==> src/rtl/ekf_pkg.sv <==
// Shared definitions for the EKF step controller: widths, FSM encoding and
// the Q7.8 saturation limits used when narrowing the fused datapath results.
// No ports; imported by ekf_step_ctrl and q_sat_round.
package ekf_pkg;

  localparam int unsigned Q_W     = 16;
  localparam int unsigned ACC_W   = 32;
  localparam int unsigned N_STATE = 6;
  localparam int unsigned N_MEAS  = 3;

  localparam int unsigned MEAS_W = N_MEAS * Q_W;
  localparam int unsigned VEC_W  = N_STATE * Q_W;
  localparam int unsigned ACCV_W = N_STATE * ACC_W;

  // Saturation limits: state lanes are full signed range, covariance lanes
  // are non-negative.
  localparam int X_MAX = 32767;
  localparam int X_MIN = -32768;
  localparam int P_MAX = 32767;
  localparam int P_MIN = 0;

  typedef enum logic [1:0] {
    ST_COLLECT = 2'd0,
    ST_SETTLE  = 2'd1,
    ST_CAPTURE = 2'd2,
    ST_OUTPUT  = 2'd3
  } step_state_t;

  // One sensor measurement triple as carried on rz_data / iz_data.
  typedef struct packed {
    logic [Q_W-1:0] z3;
    logic [Q_W-1:0] z2;
    logic [Q_W-1:0] z1;
  } meas_t;

endpackage

==> src/rtl/q_sat_round.sv <==
// Narrows one 32-bit fused lane (2*FRAC_BITS fractional bits) to 16-bit
// Q(15-FRAC_BITS).FRAC_BITS: round half up, arithmetic shift, saturate.
// Ports:
//   acc          in  ACC_W  signed fused value
//   clamp_nonneg in  1      1: saturate to [P_MIN,P_MAX], 0: [X_MIN,X_MAX]
//   q_c          out Q_W    rounded/saturated result (combinational)
module q_sat_round
  import ekf_pkg::*;
#(
  parameter int unsigned FRAC_BITS = 8
) (
  input  logic [ACC_W-1:0] acc,
  input  logic             clamp_nonneg,
  output logic [Q_W-1:0]   q_c
);

  // One guard bit so the rounding increment cannot wrap a near-max input.
  localparam int unsigned SUM_W = ACC_W + 1;

  localparam logic [SUM_W-1:0]        RND  = SUM_W'(1) << (FRAC_BITS - 1);
  localparam logic signed [SUM_W-1:0] X_HI = SUM_W'(X_MAX);
  localparam logic signed [SUM_W-1:0] X_LO = SUM_W'(X_MIN);
  localparam logic signed [SUM_W-1:0] P_HI = SUM_W'(P_MAX);
  localparam logic signed [SUM_W-1:0] P_LO = SUM_W'(P_MIN);

  logic signed [SUM_W-1:0] sum;
  logic signed [SUM_W-1:0] shr;
  logic signed [SUM_W-1:0] hi;
  logic signed [SUM_W-1:0] lo;

  // Round, shift, then clip to the lane's range.
  always_comb begin
    sum = $signed({acc[ACC_W-1], acc}) + $signed(RND);
    shr = sum >>> FRAC_BITS;
    hi  = clamp_nonneg ? P_HI : X_HI;
    lo  = clamp_nonneg ? P_LO : X_LO;
    if (shr > hi) begin
      q_c = hi[Q_W-1:0];
    end else if (shr < lo) begin
      q_c = lo[Q_W-1:0];
    end else begin
      q_c = shr[Q_W-1:0];
    end
  end

endmodule

==> src/rtl/ekf_step_ctrl.sv <==
// Sequencer and state store around the combinational dual-sensor EKF
// datapath. Collects a radar and an IR triple, holds them stable for
// SETTLE_CYCLES, captures the fused state/covariance, rounds them to Q7.8,
// feeds them back as the next prior and presents them downstream.
// Optional feature macro: EKF_STEP_TIMEOUT_EN (second-sensor timeout).
// Ports:
//   clk, rst_n                     clock, async active-low reset
//   rz_valid/rz_ready/rz_data      radar triple handshake {z3,z2,z1}
//   iz_valid/iz_ready/iz_data      IR triple handshake {z3,z2,z1}
//   rz_hold, iz_hold               held triples to the datapath
//   x_prior, p_prior               6x16 prior state / covariance diagonal
//   xf_in, pf_in                   6x32 fused state / covariance from datapath
//   out_valid/out_ready/out_x/out_p result handshake
//   busy                           high in SETTLE, CAPTURE, OUTPUT
//   timeout_err                    one-cycle pulse on second-sensor timeout
module ekf_step_ctrl
  import ekf_pkg::*;
#(
  parameter int unsigned    SETTLE_CYCLES = 4,
  parameter int unsigned    TIMEOUT       = 1024,
  parameter int unsigned    FRAC_BITS     = 8,
  parameter logic [Q_W-1:0] X_INIT        = 16'h0000,
  parameter logic [Q_W-1:0] P_INIT        = 16'h0100
) (
  input  logic              clk,
  input  logic              rst_n,
  input  logic              rz_valid,
  output logic              rz_ready,
  input  logic [MEAS_W-1:0] rz_data,
  input  logic              iz_valid,
  output logic              iz_ready,
  input  logic [MEAS_W-1:0] iz_data,
  output logic [MEAS_W-1:0] rz_hold,
  output logic [MEAS_W-1:0] iz_hold,
  output logic [VEC_W-1:0]  x_prior,
  output logic [VEC_W-1:0]  p_prior,
  input  logic [ACCV_W-1:0] xf_in,
  input  logic [ACCV_W-1:0] pf_in,
  output logic              out_valid,
  input  logic              out_ready,
  output logic [VEC_W-1:0]  out_x,
  output logic [VEC_W-1:0]  out_p,
  output logic              busy,
  output logic              timeout_err
);

  localparam int unsigned CNT_W = 8;

  // Elaboration-time parameter sanity.
  if ((SETTLE_CYCLES < 1) || (SETTLE_CYCLES > 255)) begin : g_bad_settle
    $error("ekf_step_ctrl: SETTLE_CYCLES must be in 1..255");
  end
  if (TIMEOUT < 2) begin : g_bad_timeout
    $error("ekf_step_ctrl: TIMEOUT must be at least 2");
  end

  step_state_t        state_q;
  step_state_t        state_d;
  logic               rgot_q;
  logic               igot_q;
  logic               rgot_d;
  logic               igot_d;
  logic [CNT_W-1:0]   settle_cnt_q;
  logic               settle_done_c;
  logic               rz_acc_c;
  logic               iz_acc_c;
  logic               cap_c;
  logic               tmo_hit_c;
  logic               tmo_c;
  logic [VEC_W-1:0]   x_sat_c;
  logic [VEC_W-1:0]   p_sat_c;

  assign settle_done_c = (settle_cnt_q == CNT_W'(SETTLE_CYCLES - 1));

  // Rounding/saturation lanes: 6 state lanes, 6 covariance lanes.
  for (genvar i = 0; i < N_STATE; i++) begin : g_lane
    q_sat_round #(.FRAC_BITS(FRAC_BITS)) u_x_sat (
      .acc          (xf_in[i*ACC_W +: ACC_W]),
      .clamp_nonneg (1'b0),
      .q_c          (x_sat_c[i*Q_W +: Q_W])
    );
    q_sat_round #(.FRAC_BITS(FRAC_BITS)) u_p_sat (
      .acc          (pf_in[i*ACC_W +: ACC_W]),
      .clamp_nonneg (1'b1),
      .q_c          (p_sat_c[i*Q_W +: Q_W])
    );
  end

`ifdef EKF_STEP_TIMEOUT_EN
  localparam int unsigned TCNT_W = $clog2(TIMEOUT + 1);

  logic [TCNT_W-1:0] tmo_cnt_q;

  // Counts cycles spent with exactly one sensor accepted.
  always_ff @(posedge clk or negedge rst_n) begin
    if (!rst_n) begin
      tmo_cnt_q <= '0;
    end else if ((rgot_q ^ igot_q) && (rgot_d ^ igot_d)) begin
      tmo_cnt_q <= tmo_cnt_q + TCNT_W'(1);
    end else begin
      tmo_cnt_q <= '0;
    end
  end

  assign tmo_hit_c = (rgot_q ^ igot_q) && (tmo_cnt_q == TCNT_W'(TIMEOUT - 1));
`else
  assign tmo_hit_c = 1'b0;
`endif

  // State register.
  always_ff @(posedge clk or negedge rst_n) begin
    if (!rst_n) begin
      state_q <= ST_COLLECT;
    end else begin
      state_q <= state_d;
    end
  end

  // Next-state logic.
  always_comb begin
    state_d = state_q;
    case (state_q)
      ST_COLLECT: if (rgot_d && igot_d) state_d = ST_SETTLE;
      ST_SETTLE:  if (settle_done_c)    state_d = ST_CAPTURE;
      ST_CAPTURE:                       state_d = ST_OUTPUT;
      ST_OUTPUT:  if (out_ready)        state_d = ST_COLLECT;
      default:                          state_d = ST_COLLECT;
    endcase
  end

  // Control decode: accepts, got-flag updates, capture and timeout strobes.
  always_comb begin
    rz_acc_c = 1'b0;
    iz_acc_c = 1'b0;
    cap_c    = 1'b0;
    tmo_c    = 1'b0;
    rgot_d   = rgot_q;
    igot_d   = igot_q;
    case (state_q)
      ST_COLLECT: begin
        rz_acc_c = rz_valid && rz_ready;
        iz_acc_c = iz_valid && iz_ready;
        if (rz_acc_c) rgot_d = 1'b1;
        if (iz_acc_c) igot_d = 1'b1;
        // A second accept in the expiring cycle completes the pair instead.
        tmo_c = tmo_hit_c && !(rgot_d && igot_d);
        if (tmo_c) begin
          rgot_d = 1'b0;
          igot_d = 1'b0;
        end
      end
      ST_CAPTURE: begin
        cap_c  = 1'b1;
        rgot_d = 1'b0;
        igot_d = 1'b0;
      end
      default: ;
    endcase
  end

  // Flags, counters, hold registers, priors and registered outputs.
  always_ff @(posedge clk or negedge rst_n) begin
    if (!rst_n) begin
      rgot_q       <= 1'b0;
      igot_q       <= 1'b0;
      settle_cnt_q <= '0;
      rz_hold      <= '0;
      iz_hold      <= '0;
      x_prior      <= {N_STATE{X_INIT}};
      p_prior      <= {N_STATE{P_INIT}};
      out_x        <= {N_STATE{X_INIT}};
      out_p        <= {N_STATE{P_INIT}};
      out_valid    <= 1'b0;
      busy         <= 1'b0;
      timeout_err  <= 1'b0;
      rz_ready     <= 1'b1;
      iz_ready     <= 1'b1;
    end else begin
      rgot_q       <= rgot_d;
      igot_q       <= igot_d;
      settle_cnt_q <= (state_q == ST_SETTLE) ? settle_cnt_q + CNT_W'(1) : '0;
      if (rz_acc_c) rz_hold <= rz_data;
      if (iz_acc_c) iz_hold <= iz_data;
      if (cap_c) begin
        x_prior <= x_sat_c;
        p_prior <= p_sat_c;
        out_x   <= x_sat_c;
        out_p   <= p_sat_c;
      end
      out_valid   <= (state_d == ST_OUTPUT);
      busy        <= (state_d != ST_COLLECT);
      timeout_err <= tmo_c;
      // Readies are registered from the next-cycle state and flags.
      rz_ready    <= (state_d == ST_COLLECT) && !rgot_d;
      iz_ready    <= (state_d == ST_COLLECT) && !igot_d;
    end
  end

endmodule

==> config.mk <==
export PLATFORM = sky130hd
export DESIGN_NAME = ekf_step_ctrl
export DESIGN_NICKNAME = d
export VERILOG_FILES = /design/src/rtl/ekf_pkg.sv /design/src/rtl/q_sat_round.sv /design/src/rtl/ekf_step_ctrl.sv
export SDC_FILE = /design/constraint.sdc
export NUM_CORES = 1
export LEC_CHECK = 0
export CORE_AREA = 4 4 375 377
export CTS_CLUSTER_SIZE = 16
export DETAILED_ROUTE_END_ITERATION = 6
export DIE_AREA = 0 0 379 381
export GPL_TIMING_DRIVEN = 0
export PLACE_DENSITY = 0.37
export SKIP_CTS_REPAIR_TIMING = 1
export SLEW_MARGIN = 20
export SYNTH_ARGS = -nofsm -noshare
export SYNTH_HDL_FRONTEND = slang
export SYNTH_SLANG_ARGS = --single-unit
==> constraint.sdc <==
create_clock -name clk -period 3 [get_ports clk]
set_input_delay 0.6 -clock clk [delete_from_list [all_inputs] [get_ports clk]]
set_output_delay 0.6 -clock clk [all_outputs]
set_load 0.01 [all_outputs]
# --- Word-level counts from Yosys, hierarchy flattened ---
# Index checks and enable logic that the tools add are counted.
totals:
  reg_bits: 304
  wordCells: 100
  latch_bits: 0
  ram_bits: 0
  memories: 0
  inputBits: 485
  rom_bits: 0
  out_inout_bits: 485
op_classes:
  multipliers: 0
  n_addsub: 13
  magnitude_cmp: 24
  mux: 36
  shift: 0
  reduce_logical: 10
  n_eq_ne: 5
  bitwise_logic: 0
  div_mod_pow: 0
op_table:
  columns: ["operator", "n"]
  rows:
  - ["$add A32 B9 Y33 const B", 12]
  - ["$mux W16", 24]
  - ["$gt A25 B16 Y1 const B", 12]
  - ["$lt A25 B1 Y1 const B", 6]
  - ["$lt A25 B16 Y1 const B", 6]
  - ["$add A8 B1 Y8 const B", 1]
  - ["$eq A8 B2 Y1 const B", 1]
  - ["$mux W8", 1]
  - ["$pmux W2 S4", 1]
  - ["$eq A2 B2 Y1 const B", 3]
  - ["$mux W2", 3]
  - ["$logic_and A1 B1 Y1", 5]
  - ["$mux W1", 5]
  - ["$logic_not A2 Y1", 2]
  - ["$pmux W1 S2", 2]
  - ["$eq A2 B1 Y1 const B", 1]
  - ["$logic_not A1 Y1", 2]
  - ["$reduce_bool A2 Y1", 1]

# --- Longest topological paths before layout ---
# Gate-level depths: netlist (run 1).
depth:
  depth_word: 8
  ltp_mapped: 10

# --- Cells and area by module ---
# Synthesis (run 1) repeated with hierarchy kept, for this count alone.
hier_totals:
  cells_unflattened: 2961
  hier_area_um2: 25194.2
by_module_without_submodules:
  columns: ["module", "seq_area_each_um2", "n_inst", "area_each_um2", "cells_per_inst"]
  rows:
  - ["ekf_step_ctrl", 7617.3, 1, 13087.6, 1279]
  - ["q_sat_round (g_lane[0].u_x_sat ...)", 0.0, 10, 992.2, 139]
  - ["q_sat_round (g_lane[0].u_p_sat ...)", 0.0, 2, 1092.3, 146]

# --- Worst setup path after synthesis (run 1) ---
# Ideal clock, no wire load.
synth_timing:
  path_kind: "input to register"
  start: "in xf_in[169]"
  end: "reg out_x[84]"
  slack_ns: -0.143
  stages: 10
  arrival_time_ns: 3.009
  n_path_buf: 3
  setup_ns: 0.134
  cell_sequence: "buf_2 nand3_1 or3_1 buf_6 or4_1 xnor2_1 or4_4 o21ai_4 buf_8 o211ai_2"
synth_between:
  elab_chain_cells: 4
synth_lines:
  columns: ["element", "line", "rtl"]
  rows:
  - ["start, declared", "ekf_step_ctrl.sv:37", "input logic [ACCV_W-1:0] xf_in,"]
  - ["$add A32 B9 Y33 *", "q_sat_round.sv:33", "sum = $signed({acc[ACC_W-1], acc}) + $signed(RND);"]
  - ["$lt A25 B16 Y1", "q_sat_round.sv:39", "end else if (shr < lo) begin"]
  - ["$mux W16", "q_sat_round.sv:39", null]
  - ["$mux W16 *", "q_sat_round.sv:37", "if (shr > hi) begin"]
  - ["end signal, assigned", "ekf_step_ctrl.sv:171", "out_x <= {N_STATE{X_INIT}};"]
  - ["end signal, assigned", "ekf_step_ctrl.sv:187", "out_x <= x_sat_c;"]
  - ["end, declared", "ekf_step_ctrl.sv:41", "output logic [VEC_W-1:0] out_x,"]
# Every way passes the cells marked *; elsewhere a longest branch is shown, timed or not.
# A chain may end at the register's enable or synchronous reset.

# --- Final worst setup path (run 1) ---
layout_timing:
  start: "in xf_in[177]"
  end: "reg out_x[87]"
# The elaborated chain is that of the path after synthesis.

==> results.txt, run 1 <==
outcome - finished clean
Setup WS pre-CTS - -1.916 ns
total CTS buffers - 46
max-cap viol count - 0
initial antenna violation count - 36
Max VDD drop - 423.9 uV
Data arrival, critical path - 3.42 ns
largest net degree at the start of global routing - 79
cells after synthesis - 2131
chip width - 379 um
Max Slew Vio Count - 0
commonest non-fill, non-tap cell in the layout - clkdlybuf4s50_1
fin nets - 3585
Setup WS post-layout - 0.06238 ns
Final Power - 28.29 mW
crit path kind - primary input to flop
GP Congestion - 0.8230
vias in the first global route - 20360
Async SR Flop Fraction - 1.000
final hold violations - 0
Initial DRT Pass Iterations - 5
final global-route overflow total - 0
CTS tree - built
# setup viols final - 0
initial drt markers - 894
Top FF cell, synth - dfrtp_1
all-layer global routing usage - 0.1403
Core Area - 0.1372 mm2
Vias - 19780
first-pass GRT wire length - 147400 um
Rows - 136
Routed WL per cell - 21.52 um
FF+latch count, synth - 304
mean area per synthesized cell - 9.084 um2
latest clock arrival within the worst-skew pair - 0.63 ns
Worst-path clk slew - 0.06 ns
CTS root buffer - clkbuf_16
yosys warns - 0
IO Port Bufs - 880
fmax - 0.3404 GHz
Die Ht - 381 um
Max clock buf depth - 3
layout cells sized above 1 - 0.1670
hpwl dp - 88260 um
Worst Hold Class - primary input to flop
P&R area growth vs syn - 69.00%
Yosys cell types - 82
Tmin final - 2.938 ns
syn nets - 2629
worst-margin pin slew - 0.9877 ns
Starting Density - 0.1411
clk sinks - 304
Post-synth EDFFs - 0
Max-slew headroom - 0.3416
CP Capture Type - flop
period utilization - 0.9792
# IOs - 970
CP startpoint - xf_in[177]
RR Startpoint - state_q[1]$_DFF_PN0_
hold wc startpoint - xf_in[169]
DRC - 0
pwr dens - 864.6 mW/mm2
data required time of the critical path - 3.49 ns
antenna-violating nets left - 0
fill count - 15020
Post-Syn Area - 0.01936 mm2
CP Max Fanout - 10
sequential share of the synthesized area - 0.3935
most frequent cells in the layout - clkdlybuf4s50_1, dfrtp_1, buf_4
H-Tree Depth - 2
DIE AREA - 0.1444 mm2
crit start category - primary input
leakage power - 12.59 nW
Total Wirelength - 106200 um
vias per inst - 4.007
clock skew - 0.03219 ns
==> worst max-delay path, cell delays in order <==
cell	delay (ns)
clkdlybuf4s50_1	0.54
nand4_1	0.17
buf_4	0.18
or4_1	0.60
nor2_2	0.19
xor2_1	0.09
or4_4	0.54
o21ai_4	0.23
buf_8	0.18
o211ai_2	0.08
==> sequential cells by signal, summed over array words and instances, names as in the netlist <==
| signal | flops |
|---|---|
| rz_hold | 48 |
| state_q | 2 |
| out_x | 96 |
| out_p | 96 |
| iz_ready | 1 |
| out_valid | 1 |
| rz_ready | 1 |
| busy | 1 |
| rgot_q | 1 |
| iz_hold | 48 |
| igot_q | 1 |
| settle_cnt_q | 8 |
==> metrics by stage <==
step | utilization | TNS, ns | instance area (um2) | instances | hold WS, ns
2_1_floorplan | - | 0 | 19360 | 2131 | 0.3044
3_3_place_gp | 0.2218 | -4720.83 | 30420 | 4805 | 0.4499
3_5_place_dp | 0.2231 | -168.81 | 30590 | 4812 | 0.4686
4_1_cts | 0.2342 | -63.23 | 32130 | 4898 | -0.2402
5_1_grt | 0.2384 | -0.2215 | 32700 | 4929 | 0.3661
6_report | 0.2385 | 0 | 32720 | 4936 | 0.3783
==> path summary, 6_finish.rpt <==
kind / endpoint / slack, ns / depth (start not counted)
max: out_x[87]$_DFFE_PN0P_ / 0.06 / 10
max reg2reg: out_x[95]$_DFFE_PN0P_ / 0.30 / 9
min: out_x[81]$_DFFE_PN0P_ / 0.38 / 3
min reg2reg: settle_cnt_q[0]$_DFF_PN0_ / 0.47 / 1
min in group asynchronous: iz_hold[1]$_DFFE_PN0P_ / 0.43 / 2
max in group asynchronous: out_x[79]$_DFFE_PN0P_ / 1.42 / 4
==> cells in the mapped netlist (24+ instances only) <==
| cell type | number | area [um2] |
|---|---|---|
| and3_1 | 45 | 281.5 |
| nor2_1 | 170 | 638.1 |
| o21ai_0 | 111 | 555.5 |
| o211ai_1 | 47 | 352.8 |
| xnor2_1 | 96 | 840.8 |
| nor3_1 | 39 | 195.2 |
| and4_1 | 29 | 254.0 |
| xor2_1 | 81 | 709.4 |
| mux2_2 | 102 | 1149 |
| nand3_1 | 112 | 560.5 |
| nand2_1 | 204 | 765.7 |
| nor4_1 | 26 | 162.7 |
| dfrtp_1 | 296 | 7407 |
| clkbuf_1 | 62 | 232.7 |
| a21oi_1 | 105 | 525.5 |
| a31oi_1 | 24 | 150.1 |
| nand4_1 | 77 | 481.7 |
| buf_4 | 193 | 1449 |
==> cells by family after synthesis <==
| logic type | Yosys count | share of synthesized area |
|---|---|---|
| compound gates | 428 | 0.1460 |
| xor+xnor | 177 | 0.08008 |
| fa+ha+maj | 13 | 0.008402 |
| buf+inv | 296 | 0.09643 |
| flops | 304 | 0.3935 |
| mux | 116 | 0.06657 |
| other cells | 1 | 0.0001937 |
| simple gates | 796 | 0.2088 |
==> cell type report <==
type                            count  area [um2]  area share
Multi-Input combinational cell   1531       10180      0.3112
Timing Repair Buffer              911        9191      0.2809
Sequential cell                   304        7617      0.2328
Tap cell                         1794        2245     0.06861
Buffer                            271        1824     0.05576
Clock buffer                       60        1264     0.03863
Clock inverter                     26       269.0    0.008222
Inverter                           22       82.58    0.002524
Antenna cell                       17       42.54    0.001300
==> per-layer routing <==
| layer | track usage | wire length, um | up-vias |
|---|---|---|---|
| li1 | - | - | 9496 |
| met1 | 0.1552 | 40610 | 9472 |
| met2 | 0.2566 | 54390 | 673 |
| met3 | 0.04494 | 8467 | 119 |
| met4 | 0.03691 | 2583 | 20 |
| met5 | 0 | 140 | - |
==> report_power, final <==
part | internal, mW | leakage [nW] | total (mW) | switching (mW)
logic | 8.61 | 8.27 | 14.5 | 5.87
clock network | 3.19 | 0.744 | 5.53 | 2.34
registers | 6.07 | 3.57 | 8.28 | 2.22
total | 17.9 | 12.6 | 28.3 | 10.4
Power figures use the tool's default switching activity.
==> run 2: changes to the inputs <==
--- a/config.mk
+++ b/config.mk
@@ -10,9 +10,8 @@
 export DETAILED_ROUTE_END_ITERATION = 6
 export DIE_AREA = 0 0 379 381
 export GPL_TIMING_DRIVEN = 0
-export PLACE_DENSITY = 0.37
+export PLACE_DENSITY_LB_ADDON = 0.25
 export SKIP_CTS_REPAIR_TIMING = 1
-export SLEW_MARGIN = 20
 export SYNTH_ARGS = -nofsm -noshare
 export SYNTH_HDL_FRONTEND = slang
 export SYNTH_SLANG_ARGS = --single-unit
==> run 2 against run 1 <==
Die area is the same. Final cell count decreased by 0.16%. Hold slack gained 0.015 ns. Highest routed layer unchanged. Via count about the same. Largest cell class unchanged. Largest power group unchanged. Core utilization hardly changed. Clock-buffer cell count rose by 1. Critical path type unchanged. Clock skew decreased by 0.016 ns. Sequential share of layout area is essentially flat. First-iteration DRC count fell by 11%.
==> results.txt, run 2 (synthesis gave the netlist of run 1 again) <==
Rows - 136
# IOs - 970
RR Startpoint - state_q[1]$_DFF_PN0_
CTS tree - built
Regs by FF count - out_p (96), out_x (96)
leakage power - 12.52 nW
FF+latch area - 0.007617 mm2
setup TNS - 0 ns
CP cell instances - clkdlybuf4s50_1, nand4_1, buf_4, or4_1, nor2_2, xor2_1, or4_4, o21ai_4, buf_8, o211ai_2
commonest non-fill, non-tap cell in the layout - clkdlybuf4s50_1
Max-slew headroom - 0.4129
max-cap viol count - 0
Die Ht - 381 um
outcome - finished clean
WHS Path Cells - 3
hold wc startpoint - xf_in[169]
pwr dens - 865.5 mW/mm2
critical register-to-register path endpoint - out_x[95]$_DFFE_PN0P_
all-layer global routing usage - 0.1363
Worst Reg-to-Reg Cells - 8
fin nets - 3582
DIE AREA - 0.1444 mm2
Clock Power Share - 0.197
# setup viols final - 0
latest clock arrival within the worst-skew pair - 0.60 ns
Flop pwr share - 0.293
total CTS buffers - 44
DRC - 0
most frequent cells in the layout - clkdlybuf4s50_1, dfrtp_1, buf_4
largest net degree at the start of global routing - 88
initial drt markers - 792
Worst Hold Class - primary input to flop
clock skew - 0.01596 ns
initial antenna violation count - 27
fmax - 0.3392 GHz
Max VDD drop - 459.7 uV
Crit path largest cell delay - 0.60 ns
CP max-delay cell - or4_1
flop2flop setup slack - 0.25 ns
crit start category - primary input
Vias - 19800
Max Slew Vio Count - 0
antenna-violating nets left - 0
NetSw - 10.25 mW
period utilization - 0.9826
Tmin final - 2.948 ns
CP Max Fanout - 10
H-Tree Depth - 2
GP Congestion - 0.9128
data required time of the critical path - 3.48 ns
CP Buf/Inv Count - 3
Core Area - 0.1372 mm2
Total Wirelength - 103500 um
multi-input logic area - 0.01017 mm2
CP Capture Type - flop
Max clock buf depth - 3
worst-margin pin slew - 0.8806 ns
Final Util - 0.2380
P&R area growth vs syn - 68.65%
crit path kind - primary input to flop
vias per inst - 4.018
CP delay by family, top - simple AND/OR/NAND/NOR gates
fill count - 14940
Initial DRT Pass Iterations - 7
chip width - 379 um
Starting Density - 0.1411
worst hold endpoint - out_x[81]$_DFFE_PN0P_
clk sinks - 304
Internal Power - 18.00 mW
CTS root buffer - clkbuf_16
layout cells sized above 1 - 0.1642
final hold violations - 0
IO Port Bufs - 880
hpwl dp - 86020 um
Worst-path clk slew - 0.06 ns
switch share - 0.3629
first-pass GRT wire length - 143300 um
Design Area, Final - 0.03265 mm2
Routed WL per cell - 21.00 um
vias in the first global route - 19970
Final Power - 28.26 mW
Comb power frac - 0.510
Data arrival, critical path - 3.43 ns
post-placement cell area - 0.03053 mm2
final global-route overflow total - 0
-- run 2: stage by stage --
step / worst slack (ns) / cells / hold WS [ns]
floorplan: 0.02539 / 2131 / 0.3044
detailed placement: -1.715 / 4809 / 0.4492
global route: -0.008598 / 4919 / 0.3707
CTS: -1.467 / 4889 / -0.1039
finish: 0.05209 / 4928 / 0.3936
global placement: -14.39 / 4805 / 0.4456
-- run 2: per-layer routing --
layer	track usage	vias up	share of wire	wire, um
met5	0	-	0.0011	115
met4	0.03720	18	0.025	2583
met3	0.04142	116	0.077	8012
met2	0.2464	675	0.51	52660
met1	0.1540	9509	0.39	40140
li1	-	9481	-	-
-- run 2: area by class of cell --
class / count / share of cell area
clock buffers: 61 / 0.03782
diodes: 16 / 0.001226
multi-input cells: 1531 / 0.3114
plain buffers: 271 / 0.05591
repair buffers: 910 / 0.2803
well taps: 1794 / 0.06875
clock inverters: 19 / 0.008738
inverters: 22 / 0.002529
flip-flops and latches: 304 / 0.2333
-- run 2: worst max-delay path by stage --
stage,start,to,cells after the start
3_5_place_dp,pf_in[72],out_p[45]$_DFFE_PN0P_,10
3_3_place_gp,rst_n,out_x[40]$_DFFE_PN0P_,1
2_1_floorplan,xf_in[169],out_x[84]$_DFFE_PN0P_,10
6_report,xf_in[176],out_x[90]$_DFFE_PN0P_,10
4_1_cts,state_q[1]$_DFF_PN0_,out_x[95]$_DFFE_PN0P_,8
5_1_grt,xf_in[176],out_x[87]$_DFFE_PN0P_,10
-- run 2: worst min-delay path, cell delays in order --
cell	delay, ns
buf_4	0.13
xnor2_1	0.13
o211ai_1	0.08
-- run 2: power by group through the flow --
stage               registers [mW]  clock network, mW  logic, mW
floorplan                     8.18                  0       5.12
global placement              8.48                  0       14.6
detailed placement            8.48                  0       14.6
CTS                           8.44               5.89       14.7
global route                  8.60               6.05       15.5
finish                        8.27               5.58       14.4
==> run 3: changes to the inputs <==
--- a/config.mk
+++ b/config.mk
@@ -5,10 +5,12 @@
 export SDC_FILE = /design/constraint.sdc
 export NUM_CORES = 1
 export LEC_CHECK = 0
-export CORE_AREA = 4 4 375 377
+export CELL_PAD_IN_SITES_DETAIL_PLACEMENT = 0
+export CELL_PAD_IN_SITES_GLOBAL_PLACEMENT = 1
+export CORE_AREA = 4 4 374 376
 export CTS_CLUSTER_SIZE = 16
 export DETAILED_ROUTE_END_ITERATION = 6
-export DIE_AREA = 0 0 379 381
+export DIE_AREA = 0 0 378 380
 export GPL_TIMING_DRIVEN = 0
 export PLACE_DENSITY_LB_ADDON = 0.25
 export SKIP_CTS_REPAIR_TIMING = 1
==> run 3 against run 2 <==
The run now ends with negative setup slack left. Clock skew grew 0.0048 ns. Sequential share of layout area is essentially flat. Sequential cell count unchanged. Clock-buffer cell count up 8. Combinational power hardly changed. Core utilization rose by 0.090 points.
==> results.txt, run 3 (synthesis gave the netlist of run 1 again) <==
outcome - complete, but fails checks
violated checks - negative setup slack
Comb power frac - 0.518
Tmin final - 3.002 ns
Rows - 136
GP Congestion - 0.8179
final hold violations - 0
Setup WS pre-CTS - -2.016 ns
# setup viols final - 1
latest clock arrival within the worst-skew pair - 0.61 ns
hpwl dp - 86580 um
Min Hold Slack - 0.4247 ns
largest net degree at the start of global routing - 95
hold wc startpoint - xf_in[169]
fin nets - 3588
switch share - 0.3625
IO Port Bufs - 880
data required time of the critical path - 3.46 ns
CP startpoint - xf_in[179]
Max VDD drop - 370.4 uV
CP Max Fanout - 5
NetSw - 10.11 mW
DRC - 0
antenna-violating nets left - 0
Setup WS post-layout - -0.001843 ns
Total Wirelength - 105700 um
crit path kind - primary input to flop
total CTS buffers - 46
pwr dens - 853.4 mW/mm2
Initial DRT Pass Iterations - 5
Max-slew headroom - 0.3570
Starting Density - 0.1415
Routed WL per cell - 21.41 um
max-cap viol count - 0
Max Slew Vio Count - 0
fmax - 0.3331 GHz
CP Capture Type - flop
WHS Path Cells - 3
period utilization - 1.001
most frequent cells in the layout - clkdlybuf4s50_1, dfrtp_1, buf_4
Core Area - 0.1368 mm2
Final Util - 0.2390
RR Startpoint - state_q[0]$_DFF_PN0_
Clock Power Share - 0.190
crit start category - primary input
fill count - 14990
all-layer global routing usage - 0.1400
Max clock buf depth - 3
worst-margin pin slew - 0.9644 ns
Flop pwr share - 0.291
final global-route overflow total - 0
Worst Hold Class - primary input to flop
vias in the first global route - 20480
vias per inst - 4.039
chip width - 378 um
Internal Power - 17.79 mW
# IOs - 970
clk sinks - 304
DIE AREA - 0.1436 mm2
leakage power - 12.60 nW
P&R area growth vs syn - 68.87%
layout cells sized above 1 - 0.1670
clock skew - 0.02073 ns
CTS root buffer - clkbuf_16
first-pass GRT wire length - 147300 um
Worst Reg-to-Reg Cells - 8
CTS tree - built
Data arrival, critical path - 3.47 ns
commonest non-fill, non-tap cell in the layout - clkdlybuf4s50_1
initial drt markers - 960
initial antenna violation count - 36
Vias - 19940
Regs by FF count - out_p (96), out_x (96)
Worst-path clk slew - 0.05 ns
H-Tree Depth - 2
Die Ht - 380 um
==> run 3: cell count changes in the layout (fill, tap and decap cells not counted), moves of 3 or more <==
cell             previous run  this run
clkbuf_2                   13        21
nor4_2                      5         2
dlymetal6s2s_1             10        17
clkdlybuf4s50_1           869       862
clkbuf_4                    8         4
buf_4                     220       225
clkbuf_16                  44        48
bufinv_16                   5         1
==> run 3: through the flow <==
stage / setup TNS (ns) / instances / total power, mW / area [um2]
3_3_place_gp: -4670.86 / 4805 / 22.99 / 30420
5_1_grt: -0.4896 / 4931 / 29.78 / 32680
2_1_floorplan: 0 / 2131 / 13.30 / 19360
4_1_cts: -105.12 / 4893 / 28.63 / 31960
6_report: -0.001843 / 4937 / 27.90 / 32690
3_5_place_dp: -198.88 / 4810 / 23.00 / 30540
==> run 3: power by group through the flow <==
stage,registers (mW),clock network (mW),logic (mW)
2_1_floorplan,8.18,0,5.12
3_3_place_gp,8.34,0,14.6
3_5_place_dp,8.35,0,14.6
4_1_cts,8.31,5.61,14.7
5_1_grt,8.51,5.73,15.5
6_report,8.13,5.31,14.5
==> run 3: cell type report <==
type / instances / area (um2) / area share
clock buffers: 69 / 1309 / 0.04003
inverters: 22 / 82.58 / 0.002526
multi-input cells: 1531 / 10220 / 0.3127
well taps: 1794 / 2245 / 0.06866
flip-flops and latches: 304 / 7617 / 0.2330
plain buffers: 269 / 1822 / 0.05573
diodes: 18 / 45.04 / 0.001378
repair buffers: 916 / 9239 / 0.2826
clock inverters: 14 / 111.4 / 0.003406
==> run 3: final timing paths <==
check,to,slack (ns)
min in group asynchronous,rz_hold[3]$_DFFE_PN0P_,0.50
hold / removal,out_x[81]$_DFFE_PN0P_,0.42
hold reg to reg,settle_cnt_q[0]$_DFF_PN0_,0.45
setup / recovery,out_x[91]$_DFFE_PN0P_,-0.002
max in group asynchronous,out_x[90]$_DFFE_PN0P_,1.10
setup reg to reg,out_p[84]$_DFFE_PN0P_,0.30
==> run 3: routing by layer <==
metal,global-route usage,share of wire,up-vias
met5,0,0.00026,-
met4,0.04277,0.029,4
met3,0.03998,0.072,129
met2,0.2520,0.50,748
met1,0.1590,0.40,9574
li1,-,-,9487
==> run 3: critical path: stages <==
cell and delay (ns):
clkdlybuf4s50_1 0.54, nand4_1 0.11, buf_4 0.19, or2_4 0.28
or4_4 0.55, xnor2_1 0.14, or4_4 0.49, o21ai_4 0.18
buf_12 0.14, clkbuf_16 0.16, o211ai_2 0.07
